File: src/rtl/enigma_pkg.sv
// enigma_pkg: shared scan-code constants, letter make-code table and parser states.
// Latency: n/a (types, constants and pure functions only).
// Backpressure: n/a.
package enigma_pkg;

  localparam logic [7:0] SC_BREAK    = 8'hF0;
  localparam logic [7:0] SC_EXT      = 8'hE0;
  localparam int         NUM_LETTERS = 26;
  localparam int         LETTER_W    = 5;

  // Make codes for A..Z; the array position is the letter index.
  localparam logic [7:0] MAKE_TABLE [NUM_LETTERS] = '{
    8'h1C, 8'h32, 8'h21, 8'h23, 8'h24, 8'h2B, 8'h34, 8'h33, 8'h43,
    8'h3B, 8'h42, 8'h4B, 8'h3A, 8'h31, 8'h44, 8'h4D, 8'h15, 8'h2D,
    8'h1B, 8'h2C, 8'h3C, 8'h2A, 8'h1D, 8'h22, 8'h35, 8'h1A
  };

  typedef enum logic [1:0] {
    IDLE,
    BREAK,
    EXT,
    EXT_BREAK
  } parse_state_t;

  function automatic logic is_letter(input logic [7:0] sc);
    logic hit;
    hit = 1'b0;
    for (int i = 0; i < NUM_LETTERS; i++) begin
      if (MAKE_TABLE[i] == sc) hit = 1'b1;
    end
    return hit;
  endfunction

  // Returns 0 for non-letter codes; callers qualify with is_letter.
  function automatic logic [LETTER_W-1:0] scan_to_index(input logic [7:0] sc);
    logic [LETTER_W-1:0] idx;
    idx = '0;
    for (int i = 0; i < NUM_LETTERS; i++) begin
      if (MAKE_TABLE[i] == sc) idx = LETTER_W'(i);
    end
    return idx;
  endfunction

endpackage

File: src/rtl/letter_fifo.sv
// letter_fifo: small synchronous FIFO holding letter events.
// Latency: a push into an empty FIFO is visible at the head the next cycle.
// Backpressure: push when full is ignored unless a pop happens the same cycle; pop when empty is ignored.
module letter_fifo #(
  parameter int DEPTH = 4,
  parameter int WIDTH = 5
) (
  input  logic                   clock,
  input  logic                   reset,
  input  logic                   push,
  input  logic [WIDTH-1:0]       push_data,
  input  logic                   pop,
  output logic [WIDTH-1:0]       pop_data,
  output logic                   full,
  output logic                   empty,
  output logic [$clog2(DEPTH):0] count
);

  localparam int PTR_W = $clog2(DEPTH);

  logic [WIDTH-1:0] mem [DEPTH];
  logic [PTR_W-1:0] wr_ptr;
  logic [PTR_W-1:0] rd_ptr;
  logic             do_push;
  logic             do_pop;

  assign empty    = (count == '0);
  assign full     = (count == (PTR_W+1)'(DEPTH));
  assign do_pop   = pop && !empty;
  // A pop frees a slot in the same cycle, so a full FIFO still accepts a push then.
  assign do_push  = push && (!full || do_pop);
  // Head reads as zero while empty so the output is clean out of reset.
  assign pop_data = empty ? '0 : mem[rd_ptr];

  // Storage write; contents need no reset since occupancy gates the head.
  always_ff @(posedge clock) begin
    if (do_push) mem[wr_ptr] <= push_data;
  end

  // Pointers wrap naturally because DEPTH is a power of two.
  always_ff @(posedge clock) begin
    if (reset) begin
      wr_ptr <= '0;
      rd_ptr <= '0;
      count  <= '0;
    end else begin
      if (do_push) wr_ptr <= wr_ptr + 1'b1;
      if (do_pop)  rd_ptr <= rd_ptr + 1'b1;
      case ({do_push, do_pop})
        2'b10:   count <= count + 1'b1;
        2'b01:   count <= count - 1'b1;
        default: ;
      endcase
    end
  end

endmodule

File: src/rtl/keypress_decoder.sv
// keypress_decoder: PS/2 scan-code bytes -> exactly one letter event per physical key press.
// Latency: make byte strobed in cycle N is at the FIFO head in cycle N+1 when the FIFO was empty.
// Backpressure: ready/valid output through a FIFO; when full and not draining, new events drop and overflow sticks.
module keypress_decoder #(
  parameter int FIFO_DEPTH = 4,
  parameter int LETTER_W   = 5
) (
  input  logic                        clock,
  input  logic                        reset,
  input  logic                        code_valid,
  input  logic [7:0]                  code,
  output logic                        letter_valid,
  input  logic                        letter_ready,
  output logic [LETTER_W-1:0]         letter,
  output logic                        held,
  output logic                        overflow,
  output logic [$clog2(FIFO_DEPTH):0] count
);

  import enigma_pkg::*;

  parse_state_t        state;
  parse_state_t        state_next;
  logic [7:0]          held_code;
  logic                push_req;
  logic                set_held;
  logic                clr_held;
  logic                pop;
  logic                full;
  logic                empty;
  logic [LETTER_W-1:0] make_idx;

  assign make_idx     = scan_to_index(code);
  assign letter_valid = !empty;
  assign pop          = letter_valid && letter_ready;

  // Parser state register; reset drops any half-received prefix.
  always_ff @(posedge clock) begin
    if (reset) state <= IDLE;
    else       state <= state_next;
  end

  // Prefix tracking: the parser only moves on strobed bytes.
  always_comb begin
    state_next = state;
    if (code_valid) begin
      case (state)
        IDLE: begin
          if (code == SC_BREAK)    state_next = BREAK;
          else if (code == SC_EXT) state_next = EXT;
        end
        BREAK:     state_next = IDLE;
        EXT:       state_next = (code == SC_BREAK) ? EXT_BREAK : IDLE;
        EXT_BREAK: state_next = IDLE;
        default:   state_next = IDLE;
      endcase
    end
  end

  // Event generation: push fresh letter makes, release held on a matching break.
  always_comb begin
    push_req = 1'b0;
    set_held = 1'b0;
    clr_held = 1'b0;
    if (code_valid) begin
      case (state)
        IDLE: begin
          if (is_letter(code) && !(held && code == held_code)) begin
            push_req = 1'b1;
            set_held = 1'b1;
          end
        end
        BREAK: begin
          if (held && code == held_code) clr_held = 1'b1;
        end
        default: ;
      endcase
    end
  end

  // Held-key tracking; updates even when the FIFO drops the event so repeats stay suppressed.
  always_ff @(posedge clock) begin
    if (reset) begin
      held      <= 1'b0;
      held_code <= '0;
    end else if (set_held) begin
      held      <= 1'b1;
      held_code <= code;
    end else if (clr_held) begin
      held      <= 1'b0;
    end
  end

  // Sticky drop flag: a push lost to a full FIFO that is not draining this cycle.
  always_ff @(posedge clock) begin
    if (reset)                          overflow <= 1'b0;
    else if (push_req && full && !pop)  overflow <= 1'b1;
  end

  letter_fifo #(
    .DEPTH (FIFO_DEPTH),
    .WIDTH (LETTER_W)
  ) u_fifo (
    .clock     (clock),
    .reset     (reset),
    .push      (push_req),
    .push_data (make_idx),
    .pop       (pop),
    .pop_data  (letter),
    .full      (full),
    .empty     (empty),
    .count     (count)
  );

endmodule

File: config.mk
export PLATFORM = sky130hd
export DESIGN_NAME = keypress_decoder
export DESIGN_NICKNAME = d
export VERILOG_FILES = /design/src/rtl/enigma_pkg.sv /design/src/rtl/letter_fifo.sv /design/src/rtl/keypress_decoder.sv
export SDC_FILE = /design/constraint.sdc
export NUM_CORES = 1
export LEC_CHECK = 0
export ABC_CLOCK_PERIOD_IN_PS = 9460
export CORE_UTILIZATION = 49
export CTS_BUF_LIST = sky130_fd_sc_hd__clkbuf_2 sky130_fd_sc_hd__clkbuf_4 sky130_fd_sc_hd__clkbuf_8
export CTS_CLUSTER_SIZE = 28
export DETAILED_ROUTE_END_ITERATION = 10
export HOLD_SLACK_MARGIN = 0.02
export PLACE_DENSITY = 0.7
export SETUP_SLACK_MARGIN = 0.2
export SYNTH_ARGS = -nofsm -noshare
export SYNTH_HDL_FRONTEND = slang
export SYNTH_HIERARCHICAL = 1
export SYNTH_SLANG_ARGS = --single-unit
File: constraint.sdc
create_clock -name clock -period 9.46 [get_ports clock]
set_input_delay 1.892 -clock clock [delete_from_list [all_inputs] [get_ports clock]]
set_output_delay 1.892 -clock clock [all_outputs]
set_load 0.1 [all_outputs]
==> impl_metrics.csv <==
group,metric,value,unit
sta,skew,0.00760,ns
final_layout,antenna_cells,0,
setup_path,crit_arrival,5.43,ns
synth,synth_top_area_cell,"edfxtp_1",
synth,async_flop_share,0,
setup_path,startpoint,"code[4]",
clock_network,clockRootBuffer,"clkbuf_8",
sta,max_slew_margin,0.349,
sta,worst-slew-pin-transition,0.973,ns
clock_network,clock_path_buffers,2,
clock_network,htree_levels,2,
setup_path,critPathMaxStageDelay,0.98,ns
sta,layout_setup_ws,4.22,ns
synth,synth_top_area_frac,0.236,
grt,grt_remaining_overflow,0,
floorplanning,die_area,0.00549,mm2
setup_path,end_kind,"register",
grt,grtUsageTotal,0.196,
clock_network,ctsResizeCount,0,
clock_network,clk_pin_slew_worst_paths,0.08,ns
final_layout,drive_above_1_share,0.146,
placed_design,dp_hpwl,3450,um
setup_path,rrSetupSlack,6.54,ns
floorplanning,start_util,0.525,
sta,rsz0062_at_grt,"false",
synth,synth_area_leaders,"edfxtp_1 24%, dfxtp_1 17%, mux4_2 4.4%",
job,cap_violations,0,
clock_network,clock_latency,0.29,ns
clock_network,holdBufCountCts,0,
status,outcome,"finished, final reports clean",
sta,fmaxAchievable,191,MHz
power_and_ir_drop,power.density,125,mW/mm2
setup_path,r2r_start,"u_fifo/count[0]",
grt,antenna_found_initial,0,
setup_path,crit_path_end,"u_fifo/count[1]",
synth,ys_seq_elements,41,
grt,grt_pass1_wl,8060,um
placed_design,gp_congestion,0.863,
floorplanning,die_x,74.1,um
clock_network,clock-sinks,41,
sta,min_period_over_period,0.554,
floorplanning,rows,25,
routing,via_per_inst,5.77,
grt,grt_pass1_vias,1646,
synth,syn_nets,259,
clock_network,cts_tree,"yes",
setup_path,crit_slowest_cell,"clkdlybuf4s50_1",
synth,synth_cell_types,66,
final_layout,syn_to_final_growth,10.6,%
synth,synthCells,242,
grt,grt_max_degree,23,
synth,syn-mean-instance-area,10.5,um2
synth,synth_ff_type,"dfxtp_1",
setup_path,path_cells,"clkdlybuf4s50_1, nor3b_2, nand2_1, o211ai_1, nand4b_4, and2_4, inv_1, nand2b_1, fa_1, inv_1, o2111ai_1, a221oi_1",
sta,drv_slew,0,
routing,drtIter0Drc,190,
floorplanning,coreArea,0.00485,mm2
synth,ys_seq_area_frac,0.401,
routing,wl,4920,um
power_and_ir_drop,vdd_drop_max,119,uV
sta,setup-violations-final,0,
final_layout,final_nets,269,
placed_design,port_buffers,22,
setup_path,cpMostUsedCell,"inv_1",
power_and_ir_drop,finalPower,0.352,mW
setup_path,crit_path_start_kind,"input pin",
power_and_ir_drop,leakage,0.975,nW
setup_path,ff2ff_path_depth,8,
worst_hold_path,min_path_type,"register to register",
clock_network,numCtsBuffers,5,
setup_path,required,9.64,ns
routing,drtPass1Iterations,6,
setup_path,crit_fanout,21,
clock_network,cts_setup_buffers,0,
floorplanning,die_h,74.1,um
synth,synth_edf_count,20,
placed_design,place_ws,3.92,ns
setup_path,crit_type,"input pin to register",
sta,setup_tns,0,ns
floorplanning,io_pins,23,
synth,netlist_area,0.00254,mm2
setup_path,r2r-end,"u_fifo/count[1]",
synth,synth_warnings,6,
sta,fin_crit,5.24,ns
sta,hold_viol,0,
routing,vias,1846,
routing,drc,0,
routing,drtAntennaViolNets,0,
routing,wl_per_cell,15.4,um
==> flip-flops by register name (all words and copies together) (netlist names), named ones only <==
signal and count:
held 1, held_code 8, overflow 1, state 2
u_fifo/count 3, u_fifo/mem 20, u_fifo/rd_ptr 2, u_fifo/wr_ptr 2
==> final cells by class <==
| cell class | instances | area, um2 |
|---|---|---|
| Fill cell | 417 | 2030 |
| Clock inverter | 1 | 6.26 |
| Inverter | 10 | 37.5 |
| Tap cell | 67 | 83.8 |
| Multi-Input combinational cell | 172 | 1360 |
| Timing Repair Buffer | 22 | 220 |
| Sequential cell | 41 | 1020 |
| Clock buffer | 7 | 90.1 |
==> cell families after synthesis <==
logic type,after synthesis,share of synthesized area
muxes,7,0.0526
and+or+nand+nor,95,0.245
AOI/OAI and AO/OA,52,0.163
xor gates and xnor gates,13,0.0447
DFF,41,0.401
adders and majority gates,5,0.0275
buffers and inverters,29,0.0659
==> worst min-delay path by stage <==
stage	start	to	slack, ns	cells past startpoint
4_1_cts	state[1]	state[1]	0.47	2
6_report	state[1]	state[1]	0.46	2
5_1_grt	state[1]	state[1]	0.49	2
2_1_floorplan	state[1]	state[1]	0.43	2
3_3_place_gp	state[1]	state[1]	0.45	2
3_5_place_dp	state[1]	state[1]	0.46	2
==> power breakdown <==
part           switching, mW  total, mW  internal (mW)
Combinational         0.0253     0.0422         0.0169
Clock                 0.0586      0.121         0.0624
Sequential           0.00122      0.189          0.187
==> worst max-delay path, delay by kind of cell <==
family / cells / cell delay [ns]
buffers and inverters: 3 / 1.17
AND/OR/NAND/NOR: 5 / 1.16
AO/OA/AOI/OAI: 3 / 0.77
adder cells (fa/ha/maj): 1 / 0.43
==> layout by cell type, fill, tap and decap left out, drive strengths merged, types with 2 or more instances in the layout <==
cell type,netlist,layout
nand3b,3,3
o221ai,2,2
or2,3,3
dfxtp,21,21
and2b,7,7
clkdlybuf4s50,0,22
a32oi,4,4
o211ai,2,2
a31oi,4,4
mux4,5,5
o31ai,2,2
nor3b,2,2
nor2b,4,4
xor2,5,5
nor2,16,16
a21o,2,2
nand2,16,16
and2,7,7
or3,2,2
nor4,2,2
o32ai,2,2
nor4b,2,2
ha,4,4
edfxtp,20,20
inv,10,11
o21ai,8,8
clkbuf,4,7
a21oi,8,8
xnor2,8,8
nand2b,11,11
nand3,9,9
nor3,4,4
a32o,7,7
o2111ai,3,3
a22oi,2,2
nand4b,3,3
==> metal layers <==
| layer | share of wire | GRT usage | vias to the layer above |
|---|---|---|---|
| li1 | - | - | 914 |
| met1 | 0.47 | 0.270 | 865 |
| met2 | 0.47 | 0.306 | 56 |
| met3 | 0.043 | 0.0420 | 11 |
| met4 | 0.019 | 0.0684 | 0 |
| met5 | 0 | 0 | - |
==> metrics by stage <==
step / utilization / hold WS [ns] / cells / instance area (um2)
finish: 0.581 / 0.463 / 320 / 2820
global route: 0.581 / 0.491 / 320 / 2820
CTS: 0.581 / 0.466 / 320 / 2820
detailed placement: 0.561 / 0.455 / 312 / 2720
global placement: 0.561 / 0.448 / 312 / 2720
floorplan: - / 0.428 / 242 / 2540
==> synth_stat cells, types with 4 or more instances <==
cell / n
a21oi_1: 8
a32o_2: 7
and2_1: 5
and2b_1: 6
buf_2: 5
buf_4: 4
buf_6: 5
clkbuf_1: 4
dfxtp_1: 21
edfxtp_1: 20
ha_1: 4
inv_1: 10
mux4_2: 5
nand2_1: 16
nand2b_1: 9
nand3_1: 9
nor2_1: 15
nor2b_1: 4
o21ai_0: 8
xnor2_1: 8
xor2_1: 5
No activity file was read; power rests on OpenSTA's default activity.
